`src/rtl/rx_cmd_frame_decoder_pkg.sv`:
```
// Shared constants, FSM state type and helpers for the UART command frame decoder.
package rx_cmd_pkg;
  localparam logic [7:0] START_BYTE  = 8'h3A;
  localparam logic [7:0] OPC_IMG     = 8'h49;
  localparam logic [7:0] OPC_RES     = 8'h52;
  localparam logic [7:0] OPC_OUT     = 8'h4F;
  localparam logic [7:0] OPC_HRES    = 8'h48;
  localparam logic [7:0] OPC_VRES    = 8'h56;
  localparam logic [7:0] OPC_RST     = 8'h58;
  localparam logic [7:0] LEGACY_BASE = 8'h61;
  localparam logic [7:0] LEGACY_LAST = 8'h78;
  localparam logic [7:0] LEGACY_RST  = 8'h79;
  localparam logic [7:0] LEGACY_NUL  = 8'h00;

  typedef enum logic [2:0] {ST_IDLE, ST_OPC, ST_CHAN, ST_ARG, ST_CSUM} state_t;

  // One enable per configuration field; legacy commands write several at once.
  typedef struct packed {
    logic img;
    logic res;
    logic out;
    logic hres;
    logic vres;
  } field_mask_t;

  function automatic int timeout_cnt_w(input int timeout);
    return $clog2(timeout + 1);
  endfunction
endpackage

```
`src/rtl/rx_cmd_frame_decoder_if.sv`:
```
// Byte stream from the UART receiver plus the decoder's command status strobes.
interface rx_cmd_frame_decoder_if;
  logic [7:0] rx_data;
  logic       rx_valid;
  logic       cmd_ack;
  logic       cmd_err;
  logic       busy;

  modport master (output rx_data, rx_valid, input cmd_ack, cmd_err, busy);
  modport slave  (input rx_data, rx_valid, output cmd_ack, cmd_err, busy);
endinterface

```
`src/rtl/rx_cmd_frame_decoder_ch_cfg_regs.sv`:
```
// One channel's shadow/active configuration, blanking-gated commit and reset pulse.
module ch_cfg_regs
  import rx_cmd_pkg::*;
#(
  parameter int SEL_W     = 2,
  parameter int RES_W     = 8,
  parameter int RST_PULSE = 16
) (
  input  logic             i_clk,
  input  logic             i_rst,
  input  logic             pix_en,
  input  field_mask_t      wr_mask,
  input  logic [SEL_W-1:0] wr_img,
  input  logic [SEL_W-1:0] wr_res,
  input  logic             wr_out,
  input  logic [RES_W-1:0] wr_hres,
  input  logic [RES_W-1:0] wr_vres,
  input  logic             rst_cmd,
  output logic [SEL_W-1:0] img_sel,
  output logic [SEL_W-1:0] res_sel,
  output logic             out_sel,
  output logic [RES_W-1:0] hres,
  output logic [RES_W-1:0] vres,
  output logic             ch_reset
);
  localparam int RC_W = $clog2(RST_PULSE + 1);

  logic [SEL_W-1:0] sh_img_reg, sh_res_reg, img_reg, res_reg;
  logic             sh_out_reg, out_reg, pending_reg;
  logic [RES_W-1:0] sh_hres_reg, sh_vres_reg, hres_reg, vres_reg;
  logic [RC_W-1:0]  rst_cnt_reg;

  // Later assignments win: a write overrides a same-cycle commit's pending clear,
  // and a channel reset overrides everything.
  always_ff @(posedge i_clk) begin
    if (i_rst) begin
      sh_img_reg  <= '0;
      sh_res_reg  <= '0;
      sh_out_reg  <= 1'b0;
      sh_hres_reg <= '0;
      sh_vres_reg <= '0;
      img_reg     <= '0;
      res_reg     <= '0;
      out_reg     <= 1'b0;
      hres_reg    <= '0;
      vres_reg    <= '0;
      pending_reg <= 1'b0;
      rst_cnt_reg <= '0;
    end else begin
      if (rst_cnt_reg != '0)
        rst_cnt_reg <= rst_cnt_reg - RC_W'(1);
      if (pending_reg && !pix_en) begin
        img_reg     <= sh_img_reg;
        res_reg     <= sh_res_reg;
        out_reg     <= sh_out_reg;
        hres_reg    <= sh_hres_reg;
        vres_reg    <= sh_vres_reg;
        pending_reg <= 1'b0;
      end
      if (wr_mask != '0)
        pending_reg <= 1'b1;
      if (wr_mask.img)  sh_img_reg  <= wr_img;
      if (wr_mask.res)  sh_res_reg  <= wr_res;
      if (wr_mask.out)  sh_out_reg  <= wr_out;
      if (wr_mask.hres) sh_hres_reg <= wr_hres;
      if (wr_mask.vres) sh_vres_reg <= wr_vres;
      if (rst_cmd) begin
        sh_img_reg  <= '0;
        sh_res_reg  <= '0;
        sh_out_reg  <= 1'b0;
        sh_hres_reg <= '0;
        sh_vres_reg <= '0;
        img_reg     <= '0;
        res_reg     <= '0;
        out_reg     <= 1'b0;
        hres_reg    <= '0;
        vres_reg    <= '0;
        pending_reg <= 1'b0;
        rst_cnt_reg <= RC_W'(RST_PULSE);
      end
    end
  end

  assign img_sel  = img_reg;
  assign res_sel  = res_reg;
  assign out_sel  = out_reg;
  assign hres     = hres_reg;
  assign vres     = vres_reg;
  assign ch_reset = (rst_cnt_reg != '0);
endmodule

```
`src/rtl/rx_cmd_frame_decoder.sv`:
```
// Framed/legacy UART command parser driving per-channel shadow/active video configuration.
module rx_cmd_frame_decoder
  import rx_cmd_pkg::*;
#(
  parameter int NUM_CH    = 2,
  parameter int SEL_W     = 2,
  parameter int RES_W     = 8,
  parameter int TIMEOUT   = 100000,
  parameter int RST_PULSE = 16,
  parameter int LEGACY_EN = 1
) (
  input  logic                    i_clk,
  input  logic                    i_rst,
  rx_cmd_frame_decoder_if.slave   bus,
  input  logic [NUM_CH-1:0]       pix_en,
  output logic [NUM_CH*SEL_W-1:0] img_sel,
  output logic [NUM_CH*SEL_W-1:0] res_sel,
  output logic [NUM_CH-1:0]       out_sel,
  output logic [NUM_CH-1:0]       ch_reset,
  output logic [NUM_CH*RES_W-1:0] hres,
  output logic [NUM_CH*RES_W-1:0] vres
);
  localparam int         TO_W     = timeout_cnt_w(TIMEOUT);
  localparam int         CH_W     = (NUM_CH > 1) ? $clog2(NUM_CH) : 1;
  localparam logic [7:0] NUM_CH_B = 8'(NUM_CH);

  state_t           state_reg, state_next;
  logic [7:0]       opc_reg, opc_next, ch_reg, ch_next, arg_reg, arg_next;
  logic [TO_W-1:0]  idle_cnt_reg, idle_cnt_next;
  logic             ack_reg, ack_next, err_reg, err_next;

  field_mask_t      wr_mask;
  logic [CH_W-1:0]  wr_ch;
  logic [SEL_W-1:0] wr_img, wr_res;
  logic             wr_out, rst_cmd;
  logic [RES_W-1:0] wr_hres, wr_vres;

  logic [7:0] leg_idx, leg_img, leg_res;
  logic       frame_ok;

  assign leg_idx  = bus.rx_data - LEGACY_BASE;
  assign leg_img  = (leg_idx >> 3) + 8'd1;
  assign leg_res  = {6'd0, leg_idx[1:0]};
  assign frame_ok = (bus.rx_data == (opc_reg ^ ch_reg ^ arg_reg)) && (ch_reg < NUM_CH_B) &&
                    (opc_reg inside {OPC_IMG, OPC_RES, OPC_OUT, OPC_HRES, OPC_VRES, OPC_RST});

  always_ff @(posedge i_clk) begin
    if (i_rst) begin
      state_reg    <= ST_IDLE;
      opc_reg      <= '0;
      ch_reg       <= '0;
      arg_reg      <= '0;
      idle_cnt_reg <= '0;
      ack_reg      <= 1'b0;
      err_reg      <= 1'b0;
    end else begin
      state_reg    <= state_next;
      opc_reg      <= opc_next;
      ch_reg       <= ch_next;
      arg_reg      <= arg_next;
      idle_cnt_reg <= idle_cnt_next;
      ack_reg      <= ack_next;
      err_reg      <= err_next;
    end
  end

  always_comb begin
    state_next    = state_reg;
    opc_next      = opc_reg;
    ch_next       = ch_reg;
    arg_next      = arg_reg;
    idle_cnt_next = idle_cnt_reg;
    ack_next      = 1'b0;
    err_next      = 1'b0;
    wr_mask       = '0;
    wr_ch         = ch_reg[CH_W-1:0];
    wr_img        = arg_reg[SEL_W-1:0];
    wr_res        = arg_reg[SEL_W-1:0];
    wr_out        = arg_reg[0];
    wr_hres       = RES_W'(arg_reg);
    wr_vres       = RES_W'(arg_reg);
    rst_cmd       = 1'b0;
    if (bus.rx_valid) begin
      idle_cnt_next = '0;
      if (state_reg == ST_IDLE) begin
        if (bus.rx_data == START_BYTE) begin
          state_next = ST_OPC;
        end else if (LEGACY_EN != 0) begin
          if (bus.rx_data >= LEGACY_BASE && bus.rx_data <= LEGACY_LAST) begin
            wr_ch    = '0;
            wr_mask  = '{img: 1'b1, res: 1'b1, out: 1'b1, hres: 1'b0, vres: 1'b0};
            wr_img   = SEL_W'(leg_img);
            wr_res   = SEL_W'(leg_res);
            wr_out   = leg_idx[2];
            ack_next = 1'b1;
          end else if (bus.rx_data == LEGACY_RST || bus.rx_data == LEGACY_NUL) begin
            wr_ch    = '0;
            rst_cmd  = 1'b1;
            ack_next = 1'b1;
          end
        end
      end else if (bus.rx_data == START_BYTE) begin
        // Unexpected start byte: drop the partial frame and treat it as a new one.
        err_next   = 1'b1;
        state_next = ST_OPC;
      end else begin
        case (state_reg)
          ST_OPC:  begin opc_next = bus.rx_data; state_next = ST_CHAN; end
          ST_CHAN: begin ch_next  = bus.rx_data; state_next = ST_ARG;  end
          ST_ARG:  begin arg_next = bus.rx_data; state_next = ST_CSUM; end
          ST_CSUM: begin
            state_next = ST_IDLE;
            if (frame_ok) begin
              ack_next = 1'b1;
              case (opc_reg)
                OPC_IMG:  wr_mask.img  = 1'b1;
                OPC_RES:  wr_mask.res  = 1'b1;
                OPC_OUT:  wr_mask.out  = 1'b1;
                OPC_HRES: wr_mask.hres = 1'b1;
                OPC_VRES: wr_mask.vres = 1'b1;
                default:  rst_cmd      = 1'b1;
              endcase
            end else begin
              err_next = 1'b1;
            end
          end
          default: state_next = ST_IDLE;
        endcase
      end
    end else if (state_reg != ST_IDLE) begin
      if (idle_cnt_reg == TO_W'(TIMEOUT)) begin
        state_next    = ST_IDLE;
        err_next      = 1'b1;
        idle_cnt_next = '0;
      end else begin
        idle_cnt_next = idle_cnt_reg + TO_W'(1);
      end
    end
  end

  assign bus.cmd_ack = ack_reg;
  assign bus.cmd_err = err_reg;
  assign bus.busy    = (state_reg != ST_IDLE);

  genvar gi;
  for (gi = 0; gi < NUM_CH; gi = gi + 1) begin : g_ch
    logic        sel;
    field_mask_t mask;
    assign sel  = (wr_ch == CH_W'(gi));
    assign mask = sel ? wr_mask : '0;

    ch_cfg_regs #(
      .SEL_W     (SEL_W),
      .RES_W     (RES_W),
      .RST_PULSE (RST_PULSE)
    ) u_regs (
      .i_clk    (i_clk),
      .i_rst    (i_rst),
      .pix_en   (pix_en[gi]),
      .wr_mask  (mask),
      .wr_img   (wr_img),
      .wr_res   (wr_res),
      .wr_out   (wr_out),
      .wr_hres  (wr_hres),
      .wr_vres  (wr_vres),
      .rst_cmd  (rst_cmd && sel),
      .img_sel  (img_sel[gi*SEL_W +: SEL_W]),
      .res_sel  (res_sel[gi*SEL_W +: SEL_W]),
      .out_sel  (out_sel[gi]),
      .hres     (hres[gi*RES_W +: RES_W]),
      .vres     (vres[gi*RES_W +: RES_W]),
      .ch_reset (ch_reset[gi])
    );
  end
endmodule

```
`src/flat_wrapper.sv`:
```
// flat-port wrapper written by rule: the top's interface ports become plain ports
module rx_cmd_frame_decoder_flat import rx_cmd_pkg::*;
#(
  parameter int NUM_CH    = 2,
  parameter int SEL_W     = 2,
  parameter int RES_W     = 8,
  parameter int TIMEOUT   = 100000,
  parameter int RST_PULSE = 16,
  parameter int LEGACY_EN = 1
)
  (i_clk, i_rst, pix_en, img_sel, res_sel, out_sel, ch_reset, hres, vres, bus_rx_data, bus_rx_valid, bus_cmd_ack, bus_cmd_err, bus_busy);
  rx_cmd_frame_decoder_if bus_i ();
  input  logic i_clk;
  input  logic i_rst;
  input  logic [NUM_CH-1:0] pix_en;
  output logic [NUM_CH*SEL_W-1:0] img_sel;
  output logic [NUM_CH*SEL_W-1:0] res_sel;
  output logic [NUM_CH-1:0] out_sel;
  output logic [NUM_CH-1:0] ch_reset;
  output logic [NUM_CH*RES_W-1:0] hres;
  output logic [NUM_CH*RES_W-1:0] vres;
  input wire logic [$bits(bus_i.rx_data)-1:0] bus_rx_data;
  input wire logic [$bits(bus_i.rx_valid)-1:0] bus_rx_valid;
  output wire logic [$bits(bus_i.cmd_ack)-1:0] bus_cmd_ack;
  output wire logic [$bits(bus_i.cmd_err)-1:0] bus_cmd_err;
  output wire logic [$bits(bus_i.busy)-1:0] bus_busy;
  assign bus_i.rx_data = bus_rx_data;
  assign bus_i.rx_valid = bus_rx_valid;
  assign bus_cmd_ack = bus_i.cmd_ack;
  assign bus_cmd_err = bus_i.cmd_err;
  assign bus_busy = bus_i.busy;
  rx_cmd_frame_decoder #(.NUM_CH(NUM_CH), .SEL_W(SEL_W), .RES_W(RES_W), .TIMEOUT(TIMEOUT), .RST_PULSE(RST_PULSE), .LEGACY_EN(LEGACY_EN)) u_core (.i_clk(i_clk), .i_rst(i_rst), .bus(bus_i), .pix_en(pix_en), .img_sel(img_sel), .res_sel(res_sel), .out_sel(out_sel), .ch_reset(ch_reset), .hres(hres), .vres(vres));
endmodule
```
`config.mk`:
```
export PLATFORM = sky130hd
export DESIGN_NAME = rx_cmd_frame_decoder_flat
export DESIGN_NICKNAME = d
export VERILOG_FILES = /design/src/rtl/rx_cmd_frame_decoder_pkg.sv /design/src/rtl/rx_cmd_frame_decoder_if.sv /design/src/rtl/rx_cmd_frame_decoder_ch_cfg_regs.sv /design/src/rtl/rx_cmd_frame_decoder.sv /design/src/flat_wrapper.sv
export SDC_FILE = /design/constraint.sdc
export NUM_CORES = 1
export LEC_CHECK = 0
export CAP_MARGIN = 20
export CELL_PAD_IN_SITES_DETAIL_PLACEMENT = 1
export CELL_PAD_IN_SITES_GLOBAL_PLACEMENT = 2
export CORE_AREA = 2 2 133 135
export DETAILED_ROUTE_END_ITERATION = 16
export DIE_AREA = 0 0 135 137
export PLACE_DENSITY_LB_ADDON = 0.1
export SETUP_SLACK_MARGIN = 0.3
export SYNTH_ARGS = -nofsm -noshare
export SYNTH_HDL_FRONTEND = slang
export SYNTH_SLANG_ARGS = --single-unit
```
`constraint.sdc`:
```
create_clock -name i_clk -period 6.2 [get_ports i_clk]
set_input_delay 1.55 -clock i_clk [delete_from_list [all_inputs] [get_ports i_clk]]
set_output_delay 1.55 -clock i_clk [all_outputs]
set_load 0.01 [all_outputs]
```
Word-level counts from Yosys, hierarchy flattened

Index checks and enable logic that the tools add are counted.

Register bits: 142
Input port bits: 13
Output and inout bits: 47
Word-level logic and storage cells: 164

$add $sub $neg: 5
Magnitude comparators: 3
Equality and inequality tests: 15
Mux-type cells: 69
Bitwise logic cells: 6
Reduce and logical (&&, ||, !) cells: 33

Operators with widths:

| kind                                                                          | number |
|---|---|
| 5-bit two-way mux                                                             | 13 |
| 8-bit by 7-bit equality test with 1-bit output (second input constant)        | 7 |
| 1-bit two-way mux                                                             | 40 |
| 5-bit nonzero test                                                            | 4 |
| 3-bit two-way mux                                                             | 6 |
| 17-bit by 1-bit adder with 17-bit output (second input constant)              | 1 |
| 17-bit equality test (second input constant)                                  | 1 |
| 17-bit two-way mux                                                            | 1 |
| 2-bit two-way mux                                                             | 8 |
| 8-bit XOR                                                                     | 2 |
| 5-bit by 1-bit subtractor with 5-bit output (second input constant)           | 3 |
| 4-bit AND reduction                                                           | 3 |
| 2-bit nonzero test                                                            | 6 |
| 3-bit one-hot mux with 3 select lines                                         | 1 |
| 8-bit by 6-bit equality test with 1-bit output (second input constant)        | 1 |
| 8-bit equality test                                                           | 1 |
| 8-bit by 7-bit >= comparator with 1-bit output (second input constant)        | 1 |
| 8-bit by 7-bit <= comparator with 1-bit output (second input constant)        | 1 |
| 8-bit logical NOT                                                             | 1 |
| 8-bit by 2-bit less-than comparator with 1-bit output (second input constant) | 1 |
| 2-bit OR reduction                                                            | 4 |
| 1-bit logical AND                                                             | 7 |
| 3-bit by 2-bit equality test with 1-bit output (second input constant)        | 2 |
| 6-bit nonzero test                                                            | 1 |
| other kinds (11)                                                              | 15 |

Logic depth before layout (Yosys ltp)

Gate-level depths: netlist (run 1).

Depth in word-level cells: 13
Mapped depth: 11
Gate-level depth less buffers: 8

Hierarchy

Synthesis (run 1) repeated with hierarchy kept, for this count alone.

Cells, all modules: 697
Area total of the unflattened synthesis: 6218.5 um2

By module, submodules not included:

| module               | times used | cells an instance | area an instance (um2) | sequential area each (um2) |
|---|---|---|---|---|
| ch_cfg_regs          | 2          | 188               | 1727.9                 | 960.9 |
| rx_cmd_frame_decoder | 1          | 321               | 2762.6                 | 920.9 |

Least setup slack after synthesis (run 1)

Ideal clock, no wire load.

Path kind: input port to flip-flop
From: in bus_rx_data[4]
To: reg u_core.g_ch[1].u_regs.sh_out_reg
Setup time: 0.066 ns
Arrival: 3.662 ns
Required time: 6.134 ns
Setup slack: 2.472 ns
Stages on the path: 8
Path buffers: 2
Cells stage by stage: clkbuf_1 > xor2_1 > xnor2_1 > nand3_2 > or4_1 > buf_2 > or4_4 > a21oi_2

Word-level cells in the longest chain between the ends: 10
Elaborated cells on any way between the ends: 37
Classes of those cells: order compare (2); eq/ne (3); mux (25); reduce/logical (7)

Ends and longest elaborated chain:

| element                                                                                 | RTL line                               | text |
|---|---|---|
| from (decl)                                                                             | flat_wrapper.sv:22                     | `input wire logic [$bits(bus_i.rx_data)-1:0] bus_rx_data;` |
| branches (longest 10 deep; another with 8-bit by 7-bit >= comparator with 1-bit output) | -                                      |  |
| to (signal assigned)                                                                    | rx_cmd_frame_decoder_ch_cfg_regs.sv:64 | `if (wr_mask.out) sh_out_reg <= wr_out;` |
| to (decl)                                                                               | rx_cmd_frame_decoder_ch_cfg_regs.sv:29 | `logic sh_out_reg, out_reg, pending_reg;` |

Parallel ways; which one is timed is not known.
A chain may end at the register's enable or synchronous reset.

Worst setup path after layout (run 1)

From: in bus_rx_data[0]
To: reg u_core.g_ch[1].u_regs.sh_hres_reg[1]

Word-level cells in the longest chain between the ends: 10
Elaborated cells on any way between the ends: 32
Classes of those cells: order compare (2); eq/ne (3); mux (20); reduce/logical (7)

Ends and longest elaborated chain:

| element                                                                                 | RTL line                               | text |
|---|---|---|
| branches (longest 10 deep; another with 8-bit by 7-bit >= comparator with 1-bit output) | -                                      |  |
| to (signal assigned)                                                                    | rx_cmd_frame_decoder_ch_cfg_regs.sv:65 | `if (wr_mask.hres) sh_hres_reg <= wr_hres;` |
| to (decl)                                                                               | rx_cmd_frame_decoder_ch_cfg_regs.sv:30 | `logic [RES_W-1:0] sh_hres_reg, sh_vres_reg, hres_reg, vres_reg;` |

Parallel ways; which one is timed is not known.

==> metrics, run 1 <==
outcome completed; most frequent cells in the layout dfxtp_1, nand2_1, nor2_1; Gate power share 11.1%; Mapped Area 6370 sq um; Crit path required time 6.46 ns; R2R Path Start u_core.arg_reg[6]; vias in the first global route 5190; Resize count post-CTS 0; CTS Root Cell clkbuf_16; crit path from bus_rx_data[0]; clk buf depth 2; Final Setup Violations 0; internal power 1.68 mW; n_diodes 0; met2 GRT Util 32.8%; Die Y 137 um; CTS Hold Bufs 0; die area 18500 sq um; Clk Latency, worst-skew pair 0.42 ns; clock group share of total power 45.4%; worst hold-check path type flop to flop; drt drc 0; worst-path maximum fanout 47; GRT busiest layer met2; Design Power 2.23 mW; GR Overflow Total 0; Fin Hold WS 0.454 ns; Tmin final 4.70 ns; most frequent cell on the critical path xnor2_1; cell taking the most area after synthesis dfxtp_1; Syn Inst Count 727; H-tree levels 4; layout net count 786; total CTS buffers 17; CTS sink count 142; PortBufs 59; Die X 135 um; Syn-to-layout area delta 20.1%; CTS tree built; Sw Share 24.8%; ranking of synthesized cells by area dfxtp_1, mux2i_1, nand2_1; commonest non-fill, non-tap cell in the layout dfxtp_1; Max Cap Viol 0; part of the power in registers 43.5%; final hold vios 0; Via Count 5148; Worst-path clk slew 0.06 ns; leakage power 2.75 nW; CP Cell Sequence clkdlybuf4s50_1 > xnor2_1 > xnor2_1 > nand4_4 > nor4_1 > a31o_2 > nor2_1; share of the synthesized area in the top cell type 44.7%; fmax 213 MHz; Critical-path top delay cell a31o_2; Data arrival, critical path 4.96 ns; worst vdd ir 179 uV; Synth warnings 0; setup_tns 0 ns; gpl congestion 0.836; Tcrit/Tclk final 75.8%; Crit Path Class input port to flop; number of synthesized flops with an enable pin 0; share of layout cells above drive strength 1 6.59%; Psw 553 uW; number of flip-flops in the largest register 17; post-synthesis area per instance 8.76 sq um; DRT iter0 DRCs 241; Initial DRT Pass Iterations 4; HPWL after DPL 12.1 mm; relative slew slack 33.9%; Crit path largest cell delay 0.93 ns; initial antenna violation count 0; asr flop ratio synth 0%; min-delay src u_core.g_ch[0].u_regs.out_sel; syn nets 750; Ports 60; prevailing post-synth register cell dfxtp_1; DR vias/cell 5.15; GR Util met3 3.74%; global-route wire length before repair 27.3 mm; worst-margin pin slew 0.992 ns; Routed Antenna Nets 0; Final Max Tran Viols 0; Seq/Total Area, Yosys 44.7%; pwr/cell area 292 nW/um^2; RSZ-0062 raised after global routing no; total core area 17100 sq um; post-synth cell types 58; Worst setup SP type input port; largest net degree at the start of global routing 48; row cnt 48; flops & latches, synth 142; met1 Usage GRT 24.3%; nature of the critical path endpoint flop; initial core utilization 37.3%; clk_skew 0.0113 ns; post-CTS setup buffer count 0; final WL 16.9 mm; gr usage total 19.2%; Wirelength per Cell 17.0 um
==> worst paths after layout <==
kind | slack (ns) | cells after the start | to
worst max-delay path | 1.50 | 7 | u_core.g_ch[1].u_regs.sh_hres_reg[1]
worst max register to register | 2.72 | 6 | u_core.g_ch[1].u_regs.sh_hres_reg[1]
worst min-delay path | 0.45 | 2 | u_core.g_ch[0].u_regs.out_sel
worst min register to register | 0.45 | 2 | u_core.g_ch[0].u_regs.out_sel
==> cells by family after synthesis <==
logic type	count (synthesis)	synth area share, %
simple gates	304	23.7
compound gates	103	9.67
flops	142	44.7
mux	58	9.12
fa+ha+maj	10	1.97
buf+inv	63	4.42
xor+xnor	47	6.47
==> power groups by stage <==
stage	combinational, mW	clock, mW	sequential [mW]
after global routing	0.279	1.08	0.976
after CTS	0.253	1.04	0.971
after floorplan	0.195	0	0.984
after detailed placement	0.251	0	0.991
final	0.248	1.01	0.971
after global placement	0.237	0	0.988
==> final cells by class <==
type,instances,area [sq um]
Clock buffer,18,429
Clock inverter,12,148
Fill cell,1993,9410
Inverter,14,52.6
Multi-Input combinational cell,522,3250
Sequential cell,142,2840
Tap cell,225,282
Timing Repair Buffer,66,643
==> metrics by stage <==
| stage | cell area, sq um | setup slack, ns | instances | utilization (%) |
|---|---|---|---|---|
| finish | 7640 | 1.50 | 999 | 44.8 |
| global route | 7640 | 1.26 | 999 | 44.8 |
| CTS | 7640 | 1.48 | 999 | 44.8 |
| detailed placement | 7070 | 1.03 | 969 | 41.4 |
| global placement | 7070 | 1.30 | 969 | 41.4 |
| floorplan | 6370 | 2.47 | 727 | - |
==> critical path: cells and delay by family <==
family	cells	cell delay, ns
compound gates	1	0.93
buf+inv	1	0.73
xor+xnor	2	0.44
simple gates	3	1.29
==> layer usage <==
layer / share of wire [%] / vias up
met1: 48 / 2501
met4: 0.78 / 0
met5: 0 / -
li1: - / 2558
met2: 49 / 77
met3: 2.9 / 12
==> synthesized netlist by cell type (8+ instances only) <==
cell type / n
dfxtp_1: 142
xnor2_1: 24
a21oi_1: 61
nand3_1: 11
nand2_1: 106
buf_2: 18
ha_1: 10
clkbuf_1: 24
o21ai_0: 8
a211oi_1: 8
nor2_1: 95
nor3_1: 15
nor2b_1: 8
xor2_1: 23
mux2i_1: 58
inv_1: 14
Power figures use the tool's default switching activity.
==> run 2, diff against run 1 <==
--- a/config.mk
+++ b/config.mk
@@ -8,9 +8,9 @@
 export CAP_MARGIN = 20
 export CELL_PAD_IN_SITES_DETAIL_PLACEMENT = 1
 export CELL_PAD_IN_SITES_GLOBAL_PLACEMENT = 2
-export CORE_AREA = 2 2 133 135
+export CORE_AREA = 2 2 145 147
 export DETAILED_ROUTE_END_ITERATION = 16
-export DIE_AREA = 0 0 135 137
+export DIE_AREA = 0 0 147 149
 export PLACE_DENSITY_LB_ADDON = 0.1
 export SETUP_SLACK_MARGIN = 0.3
 export SYNTH_ARGS = -nofsm -noshare
==> constraint.sdc (replaced) <==
create_clock -name i_clk -period 4.1 [get_ports i_clk]
set_input_delay 1.025 -clock i_clk [delete_from_list [all_inputs] [get_ports i_clk]]
set_output_delay 1.025 -clock i_clk [all_outputs]
set_load 0.01 [all_outputs]
==> metrics, run 2 (synthesis results as in run 1) <==
initial core utilization 31.0%; gr usage total 17.2%; RSZ-0062 raised after global routing no; CTS tree built; DRT iter0 DRCs 208; H-tree levels 4; gpl congestion 0.801; final WL 18.2 mm; PortBufs 59; GR Overflow Total 0; Routed Antenna Nets 0; Via Count 5240; worst hold-check path type flop to flop; fmax 287 MHz; pwr/cell area 446 nW/um^2; Initial DRT Pass Iterations 4; Data arrival, critical path 2.46 ns; Die X 147 um; drt drc 0; worst-path maximum fanout 4; Syn-to-layout area delta 25.0%; DR vias/cell 4.89; Hold Path Depth 2; Die Y 149 um; HPWL after DPL 13.1 mm; Tmin final 3.48 ns; worst vdd ir 260 uV; Worst-path clk slew 0.06 ns; CP Depth 5; Tcrit/Tclk final 84.9%; critical path's top delay family buffers and inverters; most frequent cell on the critical path inv_1; Final Max Tran Viols 0; layout net count 807; row cnt 53; Max Cap Viol 0; relative slew slack 31.0%; commonest non-fill, non-tap cell in the layout dfxtp_1; Final Cell Area 7960 sq um; register area 2840 sq um; total CTS buffers 17; most frequent cells in the layout dfxtp_1, nand2_1, nor2_1; Ports 60; Crit path required time 3.07 ns; final hold vios 0; CP Buf/Inv Count 3; setup_tns 0 ns; Final Setup Violations 0; min-delay src u_core.g_ch[1].u_regs.sh_vres_reg[0]; placed instance area 7310 sq um; CP Cell Sequence inv_1 > ha_1 > nor4b_1 > inv_1 > clkdlybuf4s50_1; R2R depth 6; initial antenna violation count 0; n_diodes 0; fillcell total 2396; Crit Path Class flop to output pin; clk_skew 0.00893 ns; Worst setup SP type flop; vias in the first global route 5427; nature of the critical path endpoint output pin; leakage power 2.90 nW; CTS Root Cell clkbuf_16; CTS sink count 142; R2R Path Start u_core.opc_reg[6]; Multi-input gate area 3250 sq um; Resize count post-CTS 0; outcome completed; share of layout cells above drive strength 1 9.28%; Critical-path top delay cell nor4b_1; crit path from u_core.g_ch[0].u_regs.rst_cnt_reg[0]; largest net degree at the start of global routing 48; worst-margin pin slew 1.03 ns; Design Power 3.55 mW; global-route wire length before repair 29.3 mm; Crit path largest cell delay 0.72 ns; die area 21900 sq um; Wirelength per Cell 16.9 um; post-CTS setup buffer count 0; number of flip-flops in the largest register 17; CTS Hold Bufs 0; total core area 20600 sq um; clk buf depth 2; Clk Latency, worst-skew pair 0.42 ns
[run 2: cell types whose count changed in the layout (fill, tap and decap cells not counted)]
cell	delta
buf_4	+19
buf_12	+2
bufinv_16	+2
clkinv_2	-2
clkinv_4	+2
clkinvlp_4	-1
inv_6	+1
[run 2: worst paths after layout]
check | endpoint | slack [ns]
min | u_core.g_ch[1].u_regs.vres[0] | 0.45
max | ch_reset[0] | 0.62
max reg2reg | u_core.g_ch[0].u_regs.sh_out_reg | 1.15
min reg2reg | u_core.g_ch[1].u_regs.vres[0] | 0.45
[run 2: routing by layer]
layer	track usage, %	share of wire (%)	up-vias
li1	-	-	2601
met1	22.4	48	2557
met2	28.8	48	63
met3	3.30	3.0	19
met4	5.24	1.4	0
met5	0	0	-
[run 2: area by class of cell]
type                       instances  area share (%)
multi-input combinational        522            40.8
sequential                       142            35.7
timing repair buffer              87            10.4
clock buffer                      18            5.39
tap                              275            4.32
clock inverter                    14            2.72
inverter                          14           0.660
[run 2: per-stage QoR]
step	setup WS, ns	hold slack [ns]	std cells	utilization, %
global placement	0.388	0.445	1040	35.6
floorplan	0.897	0.427	727	-
detailed placement	0.314	0.449	1040	35.6
CTS	0.527	0.456	1072	38.7
global route	0.434	0.471	1072	38.7
finish	0.618	0.450	1072	38.7
[run 2: power by group]
| group | total (mW) | internal, mW | switching, mW |
|---|---|---|---|
| combinational | 0.391 | 0.177 | 0.214 |
| clock | 1.70 | 1.08 | 0.614 |
| sequential | 1.47 | 1.43 | 0.0380 |
[run 2: worst reg2reg max path: cells and delay by family (launching register included)]
family | cells | cell delay, ns
AOI/OAI and AO/OA | 2 | 0.45
buffers and inverters | 1 | 0.22
and+or+nand+nor | 3 | 1.77
DFF | 1 | 0.38
